--- src/rtl/jk_pkg.sv ---
// Shared definitions for JK flip-flop based sequential blocks.
//   jk_mode_e  - J/K excitation encoding ({j,k}): hold, reset, set, toggle
//   jk_next    - next-state function of a single JK flip-flop
//   params_ok  - elaboration-time range check for counter WIDTH/MODULUS
package jk_pkg;

  // Legal parameter ranges for JK based counters.
  localparam int unsigned WIDTH_MIN   = 2;
  localparam int unsigned WIDTH_MAX   = 16;
  localparam int unsigned MODULUS_MIN = 2;

  // Excitation encoding, packed as {j, k}.
  typedef enum logic [1:0] {
    HOLD   = 2'b00,
    RESET  = 2'b01,
    SET    = 2'b10,
    TOGGLE = 2'b11
  } jk_mode_e;

  // Standard JK characteristic: 00 hold, 01 reset, 10 set, 11 toggle.
  function automatic logic jk_next(input logic q, input logic j, input logic k);
    jk_mode_e mode;
    logic     nxt;
    mode = jk_mode_e'({j, k});
    case (mode)
      HOLD:    nxt = q;
      RESET:   nxt = 1'b0;
      SET:     nxt = 1'b1;
      default: nxt = ~q;
    endcase
    return nxt;
  endfunction

  // True when WIDTH is in 2..16 and MODULUS is in 2..2**WIDTH.
  function automatic bit params_ok(input int unsigned width, input int unsigned modulus);
    longint unsigned span;
    span = 64'd1 << width;
    return (width >= WIDTH_MIN) && (width <= WIDTH_MAX) &&
           (modulus >= MODULUS_MIN) && (64'(modulus) <= span);
  endfunction

endpackage

--- src/rtl/jk_ff_cell.sv ---
// Single behavioural JK flip-flop.
//   clk   - rising-edge clock
//   reset - asynchronous active-high reset, clears q
//   j, k  - excitation inputs (00 hold, 01 reset, 10 set, 11 toggle)
//   q     - flop state
module jk_ff_cell
  import jk_pkg::*;
(
  input  logic clk,
  input  logic reset,
  input  logic j,
  input  logic k,
  output logic q
);

  // State register with asynchronous clear.
  always_ff @(posedge clk or posedge reset) begin
    if (reset) begin
      q <= 1'b0;
    end else begin
      q <= jk_next(q, j, k);
    end
  end

endmodule

--- src/rtl/jk_mod_counter.sv ---
// Modulo-MODULUS up/down counter built from a bank of JK flip-flops.
// The excitation logic computes J/K per bit every cycle so one flop bank
// covers hold (J=K=0), counting (toggle only changing bits) and parallel
// load (set/reset on every bit).
//   clk      - rising-edge clock
//   reset    - asynchronous active-high reset
//   en       - count enable
//   up       - direction, 1 = increment, 0 = decrement
//   load     - synchronous parallel load, priority over en
//   din      - load value, clamped to MODULUS-1 when out of range
//   q        - counter state (JK flop outputs)
//   j_bus    - J inputs applied this cycle (combinational)
//   k_bus    - K inputs applied this cycle (combinational)
//   tc       - terminal count (combinational), high on the wrap step
//   wrap     - registered one-cycle pulse after a wrap step
//   load_err - registered one-cycle pulse after an out-of-range load
module jk_mod_counter
  import jk_pkg::*;
#(
  parameter int unsigned WIDTH   = 4,
  parameter int unsigned MODULUS = 10
) (
  input  logic             clk,
  input  logic             reset,
  input  logic             en,
  input  logic             up,
  input  logic             load,
  input  logic [WIDTH-1:0] din,
  output logic [WIDTH-1:0] q,
  output logic [WIDTH-1:0] j_bus,
  output logic [WIDTH-1:0] k_bus,
  output logic             tc,
  output logic             wrap,
  output logic             load_err
);

  // One extra bit so q+1 at the all-ones value and MODULUS=2**WIDTH
  // are representable without aliasing.
  localparam int unsigned        AW      = WIDTH + 1;
  localparam logic [AW-1:0]      TOP_EXT = AW'(MODULUS - 1);
  localparam logic [AW-1:0]      MOD_EXT = AW'(MODULUS);
  localparam logic [WIDTH-1:0]   TOP     = WIDTH'(MODULUS - 1);

  // Reject illegal parameterisations at elaboration.
  if (!params_ok(WIDTH, MODULUS)) begin : g_param_err
    $error("jk_mod_counter: WIDTH=%0d MODULUS=%0d out of range", WIDTH, MODULUS);
  end

  logic [AW-1:0]    q_ext;
  logic [AW-1:0]    din_ext;
  logic             at_top;
  logic             at_zero;
  logic [WIDTH-1:0] inc_val;
  logic [WIDTH-1:0] dec_val;
  logic [WIDTH-1:0] count_next;
  logic             load_oor;
  logic [WIDTH-1:0] load_val;

  assign q_ext   = {1'b0, q};
  assign din_ext = {1'b0, din};
  assign at_top  = (q_ext == TOP_EXT);
  assign at_zero = (q_ext == '0);

  // Next count value with wrap at both ends of the range.
  assign inc_val    = at_top  ? '0  : WIDTH'(q_ext + AW'(1));
  assign dec_val    = at_zero ? TOP : WIDTH'(q_ext - AW'(1));
  assign count_next = up ? inc_val : dec_val;

  // Load value clamped into range.
  assign load_oor = (din_ext >= MOD_EXT);
  assign load_val = load_oor ? TOP : din;

  // Excitation: load sets/resets every bit, count toggles changing bits.
  always_comb begin
    j_bus = '0;
    k_bus = '0;
    if (load) begin
      j_bus = load_val;
      k_bus = ~load_val;
    end else if (en) begin
      j_bus = count_next ^ q;
      k_bus = count_next ^ q;
    end
  end

  // Terminal count coincides exactly with a wrapping count step.
  assign tc = en & ~load & (up ? at_top : at_zero);

  // Flop bank.
  for (genvar i = 0; i < WIDTH; i++) begin : g_bit
    jk_ff_cell u_ff (
      .clk   (clk),
      .reset (reset),
      .j     (j_bus[i]),
      .k     (k_bus[i]),
      .q     (q[i])
    );
  end

  // Status pulses, one cycle after the causing edge.
  always_ff @(posedge clk or posedge reset) begin
    if (reset) begin
      wrap     <= 1'b0;
      load_err <= 1'b0;
    end else begin
      wrap     <= tc;
      load_err <= load & load_oor;
    end
  end

endmodule

--- config.mk ---
export PLATFORM = sky130hd
export DESIGN_NAME = jk_mod_counter
export DESIGN_NICKNAME = d
export VERILOG_FILES = /design/src/rtl/jk_pkg.sv /design/src/rtl/jk_ff_cell.sv /design/src/rtl/jk_mod_counter.sv
export SDC_FILE = /design/constraint.sdc
export NUM_CORES = 1
export LEC_CHECK = 0
export CAP_MARGIN = 40
export CORE_MARGIN = 4
export CORE_UTILIZATION = 46
export DETAILED_ROUTE_END_ITERATION = 10
export GPL_TIMING_DRIVEN = 0
export HOLD_SLACK_MARGIN = 0.05
export PLACE_DENSITY = 0.93
export SYNTH_ARGS = -nofsm -noshare
export SYNTH_HDL_FRONTEND = slang
export SYNTH_SLANG_ARGS = --single-unit
--- constraint.sdc ---
create_clock -name clk -period 2.55 [get_ports clk]
set_input_delay 0.51 -clock clk [delete_from_list [all_inputs] [get_ports clk]]
set_output_delay 0.51 -clock clk [all_outputs]
set_load 0.01 [all_outputs]
==> run metrics, run 1 <==
first-pass GRT wire length=2830 um; number of synthesis warnings=0; Clock Latency Late Sink=0.25 ns; Core Util, Final=0.773; n_diodes=0; post-synthesis sequential area ratio=0.229; CP bufs+invs=6; final hold violations=0; Max Fclk=391 MHz; Core Region=0.00132 mm^2; Critical-path top delay cell=dlygate4sd2_1; Area Overhead vs Synth=55.3%; Port Buffers=22; Synth Register Bits=6; Worst Skew=0.00143 ns; vias per cell=5.57; Syn Std Cell Area=656 um^2; FF/Latch Area=150 um^2; CP top delay family=buffers and inverters; Unique masters post-synth=32; Detail Route Antenna Nets=0; status=complete, but fails checks; Pre-antenna DRT Iters=4; DP HPWL=1210 um; # fillers=101; Die Height=45.8 um; HP Class=in -> async; routed wire length=1740 um; Boundary Pins=24; initial antenna violation count=0; GRT met2 Usage=0.340; CP Max Fanout=6; Worst Setup Start Kind=input pin; CTS tree=built; post-synthesis net count=92; CP Class=in -> out; area leader, netlist=dfrtp_1; root buffer cell=clkbuf_4; CP Cell Sequence=dlygate4sd2_1 > buf_6 > buf_12 > nor2_1 > o311ai_2 > o21ai_2 > buf_4 > a2bb2oi_1 > buf_4 > clkdlybuf4s15_2; total grt overflow=0; crit-path most repeated cell=buf_4; overall power=0.451 mW; Starting Density=0.498; met1 Use GR=0.207; Clock Sinks=6; DIE AREA=0.00209 mm^2; # H-tree levels=1; pwr dens=442 mW/mm^2; Max-Slew Margin vs Limit=0.820; CP Capture Type=output port; worst endpoint data arrival time=2.05 ns; Leak=0.507 nW; placed cell count=120; Period minus WS final=2.56 ns; drt drc=0; vias=718; largest cells by area after synthesis=dfrtp_1 (23%), buf_4 (16%), nand2_1 (5.7%), nand3_1 (4.6%), a2111oi_4 (4.2%); Non-Filler Instances=129; multi-input combinational cell area=377 um^2; share of layout cells above drive strength 1=0.342; fin crit share=1.00; clk slew on worst S/H paths=0.04 ns; Rows=13; busiest grt layer=met2; WL/cell=13.5 um; met3 Use GR=0.0277; Placer Congestion=0.797; Die Wd=45.8 um; final setup violating endpoints=1; Slew Limit Fails=0; commonest non-fill, non-tap cell in the layout=buf_4; Max Root-Sink Buffers=2; CTS Buf Count=3; post-synthesis cell count=83; Synth top area share=0.229; final worst-path setup slack=-0.00996 ns; Least-Margin Pin Slew=0.270 ns; vias in the first global route=690; Syn Area/Cell=7.90 um^2; cts hold-fix bufs=0; drt first-iter violations=27; Worst VDD drop=0.209 mV; layout net count=125; CP max stage delay=0.25 ns; commonest non-fill, non-tap cells in the layout=buf_4 (19), clkdlybuf4s50_1 (11), nand2_1 (9); Max-cap violations=0; Total GRT Usage=0.183; failing checks=setup timing; critical path required time=2.04 ns; largest net degree at the start of global routing=11
[synth_stat cells (all sizes together)]
library cell / instances
a2bb2oi: 1
a21o: 1
nand4: 1
nand3b: 1
and3: 2
o21a: 2
o21ai: 7
buf: 19
nor3b: 1
nand2: 10
a21boi: 1
inv: 5
or3: 1
nor4: 1
nor3: 2
a2111oi: 1
o311a: 1
nor2b: 2
nand3: 6
a21oi: 3
o2111ai: 1
a22o: 1
nand2b: 1
xnor2: 3
o311ai: 2
dfrtp: 6
nor2: 1
[power breakdown]
part | leakage, nW | switching [mW] | internal, mW
Sequential | 0.0748 | 0.00792 | 0.107
Combinational | 0.419 | 0.112 | 0.135
Clock | 0.0138 | 0.0352 | 0.0533
Total | 0.507 | 0.155 | 0.295
[state kept, by name (all words and copies together) (netlist names)]
name,flops
g_bit.u_ff.q,4
load_err,1
wrap,1
[per-stage QoR]
stage                     hold WS (ns)  TNS (ns)  worst slack, ns  area, um^2
after floorplan                  0.301         0            0.636         656
after global placement           0.602     -1.59           -0.365         895
after detailed placement         0.623     -1.77           -0.380         895
after CTS                        0.494         0          0.00119         972
after global routing             0.514   -0.0837          -0.0500        1020
final                            0.482  -0.00996         -0.00996        1020
[path summary, 6_finish.rpt]
path                                      start               to  slack, ns  cells after the start
worst max-delay path                         up         k_bus[1]      -0.01                     10
worst min-delay path                      reset         load_err       0.48                      2
worst max register to register  g_bit[3].u_ff.q  g_bit[1].u_ff.q       1.04                      5
worst min register to register  g_bit[2].u_ff.q             wrap       0.64                      2
max in group asynchronous                 reset  g_bit[1].u_ff.q       1.88                      2
min in group clk                g_bit[2].u_ff.q             wrap       0.64                      2
[per-layer routing]
layer | part of all wire | vias to the layer above | wire length [um]
li1 | - | 341 | -
met1 | 0.42 | 334 | 724
met2 | 0.48 | 39 | 831
met3 | 0.092 | 4 | 160
met4 | 0.015 | 0 | 27
met5 | 0 | - | 0
[logic make-up (layout without fill, tap and decap cells)]
| group | count (synthesis) | count (layout) | share of synthesized area |
|---|---|---|---|
| simple gates | 29 | 29 | 0.239 |
| buf+inv | 24 | 55 | 0.246 |
| compound gates | 21 | 21 | 0.246 |
| flops | 6 | 6 | 0.229 |
| xor+xnor | 3 | 3 | 0.0401 |
[what timing repair did]
item                                    4_1_cts  5_1_grt
setup buffers                                 4        2
gates resized for setup                      14       10
endpoints found under the setup margin        9        5
pin swaps                                     1        1
[area by class of cell]
type                            count  share of cell area
Tap cell                           15              0.0184
Timing Repair Buffer               28               0.271
Inverter                            5              0.0184
Clock buffer                        3              0.0221
Buffer                             19               0.152
Sequential cell                     6               0.147
Multi-Input combinational cell     53               0.370
(Power assumes the default switching activity.)
==> run 2, diff against run 1 <==
Settings changed: CORE_UTILIZATION 46 to 39, PLACE_DENSITY 0.93 to 0.85.
Clock period 2.55 ns to 2.1 ns, I/O delays scaled along.
==> run 2 against run 1 <==
  * The run still ends with setup timing left
  * Worst setup slack got worse by 0.037 ns
  * Utilization rose by 2.8 points
  * Cell area rose by 21%
  * Worst hold slack got worse by 0.081 ns
  * Critical path depth fell by 4
  * Final cell count rose by 19%
  * Sequential power rose by 22%
  * Clock power rose by 23%
  * Clock-buffer cell count did not move
  * Via count rose by 16%
  * Largest cell class unchanged
==> run metrics, run 2 (synthesis gave the netlist of run 1 again) <==
commonest non-fill, non-tap cell in the layout=buf_4; Slew Limit Fails=0 (unchanged); Non-Filler Instances=153 (+19%); final hold violations=0 (unchanged); drt first-iter violations=17 (-37%); CP bufs+invs=4 (-2); vias=830 (+16%); root buffer cell=clkbuf_4; Clock Latency Late Sink=0.25 ns (about the same); Worst Skew=0.000803 ns (-0.000630 ns); total grt overflow=0 (unchanged); RSZ-0062 raised after global routing=yes; Worst Setup Start Kind=input pin; HP Class=in -> async; DP HPWL=1170 um (-3.8%); pwr dens=552 mW/mm^2 (+25%); WL/cell=16.1 um (+19%); biggest regs=g_bit.u_ff.q x4, load_err x1, wrap x1; worst endpoint data arrival time=1.73 ns (-0.32 ns); Rows=14 (+1); Die Wd=49 um (+7.1%); Max Fclk=466 MHz; routed wire length=2460 um (+41%); share of layout cells above drive strength 1=0.540 (+0.198); Clock Sinks=6 (unchanged); DIE AREA=0.00240 mm^2 (+15%); clk slew on worst S/H paths=0.05 ns (about the same); sequential fraction of design power=0.205 (-0.050); reg2reg end=g_bit[1].u_ff.q; Least-Margin Pin Slew=0.264 ns (-0.00619 ns); crit-path most repeated cell=buf_6; Total GRT Usage=0.188 (+0.00445); final worst-path setup slack=-0.0465 ns (-0.0365 ns); CTS Buf Count=3 (unchanged); commonest non-fill, non-tap cells in the layout=buf_4 (39), buf_6 (9), nand2_1 (9), clkdlybuf4s50_1 (8); Max-cap violations=0 (unchanged); critical path required time=1.68 ns (-0.36 ns); Die Height=49 um (+7.1%); CP Cell Sequence=buf_6 > buf_6 > buf_4 > or3_4 > a2111oi_4 > buf_2; CP Capture Type=output port; Leak=0.610 nW (+20%); Area Overhead vs Synth=88.4%; drt drc=0 (unchanged); Pre-antenna DRT Iters=4 (unchanged); Switching Fraction=0.363 (+0.0183); vias per cell=5.42 (-2.5%); Worst R2R Path Depth=6 (+1); placed cell count=121 (+0.83%); Max Root-Sink Buffers=2 (unchanged); CP Class=in -> out; Placer Congestion=0.777 (-2.5%); cts hold-fix bufs=0 (unchanged); vias in the first global route=771 (+12%); Max-Slew Margin vs Limit=0.821 (+0.00135); first-pass GRT wire length=3530 um (+25%); Boundary Pins=24 (unchanged); Port Buffers=22 (unchanged); layout net count=148 (+18%); Period minus WS final=2.15 ns; Core Region=0.00154 mm^2 (+17%); R2R setup slack=0.45 ns (-0.59 ns); initial antenna violation count=0 (unchanged); Detail Route Antenna Nets=0 (unchanged); CTS tree=built; Starting Density=0.425 (-0.0723); final setup violating endpoints=1 (unchanged); Clock Power Share=0.160 (-0.036); Internal=0.435 mW (+47%); Gate power share=0.634 (+0.085); Worst VDD drop=0.243 mV (+16%); fin crit share=1.02; failing checks=setup timing; FF-to-FF Start=g_bit[2].u_ff.q; dpl cell area=896 um^2 (+0.14%); largest net degree at the start of global routing=11 (unchanged); register name with the most flops=g_bit.u_ff.q; Critical-path top delay cell=or3_4; CP max stage delay=0.38 ns (+0.13 ns); overall power=0.682 mW (+51%); fin area=0.00123 mm^2 (+21%); # H-tree levels=1 (unchanged); CP Max Fanout=5 (-1); Largest register FFs=4 (unchanged); status=complete, but fails checks; n_diodes=0 (unchanged); Psw=0.247 mW (+59%); CP top delay family=buffers and inverters
## run 2: cell count changes in the layout (fill, tap and decap cells not counted), moves of 2 or more
cell | previous run | this run
buf_2 | 1 | 6
dlygate4sd2_1 | 6 | 4
buf_4 | 19 | 39
buf_6 | 4 | 9
clkdlybuf4s50_1 | 11 | 8
## run 2: worst max path at each step
| stage | start | endpoint | slack (ns) | depth (start not counted) |
|---|---|---|---|---|
| global placement | up | tc | -0.63 | 5 |
| global route | g_bit[3].u_ff.q | tc | -0.09 | 4 |
| finish | up | tc | -0.05 | 6 |
| detailed placement | up | tc | -0.65 | 5 |
| CTS | g_bit[3].u_ff.q | j_bus[1] | 0.006 | 6 |
| floorplan | up | tc | 0.37 | 3 |
## run 2: cell type report
type                            count  area [um^2]
Buffer                             17          151
Multi-Input combinational cell     53          439
Fill cell                         108          307
Tap cell                           16         20.0
Inverter                            5         18.8
Timing Repair Buffer               53          433
Clock buffer                        3         22.5
Sequential cell                     6          150
## run 2: power by group through the flow
stage | registers (mW) | logic [mW] | clock network [mW]
CTS | 0.138 | 0.366 | 0.105
detailed placement | 0.140 | 0.273 | 0
finish | 0.140 | 0.433 | 0.109
floorplan | 0.139 | 0.180 | 0
global route | 0.142 | 0.461 | 0.116
global placement | 0.139 | 0.268 | 0
## run 2: what timing repair did
action | CTS | global route
cloned | 1 | 0
gates resized for setup | 47 | 19
pin swaps | 4 | 13
setup endpoints to repair | 9 | 8
buffers inserted | 17 | 13
## run 2: metrics by stage
stage | hold slack, ns | setup TNS (ns) | setup slack [ns] | utilization
2_1_floorplan | 0.211 | 0 | 0.366 | -
3_3_place_gp | 0.600 | -3.97 | -0.626 | 0.581
3_5_place_dp | 0.611 | -4.19 | -0.652 | 0.581
4_1_cts | 0.410 | 0 | 0.00607 | 0.735
5_1_grt | 0.437 | -0.131 | -0.0858 | 0.801
6_report | 0.401 | -0.0465 | -0.0465 | 0.801
## run 2: per-layer routing
| layer | track usage | part of all wire | wire length (um) | up-vias |
|---|---|---|---|---|
| met5 | 0 | 0 | 0 | - |
| met4 | 0.112 | 0.018 | 44 | 0 |
| met3 | 0.0367 | 0.076 | 186 | 6 |
| met2 | 0.328 | 0.48 | 1190 | 46 |
| met1 | 0.206 | 0.43 | 1050 | 392 |
| li1 | - | - | - | 386 |
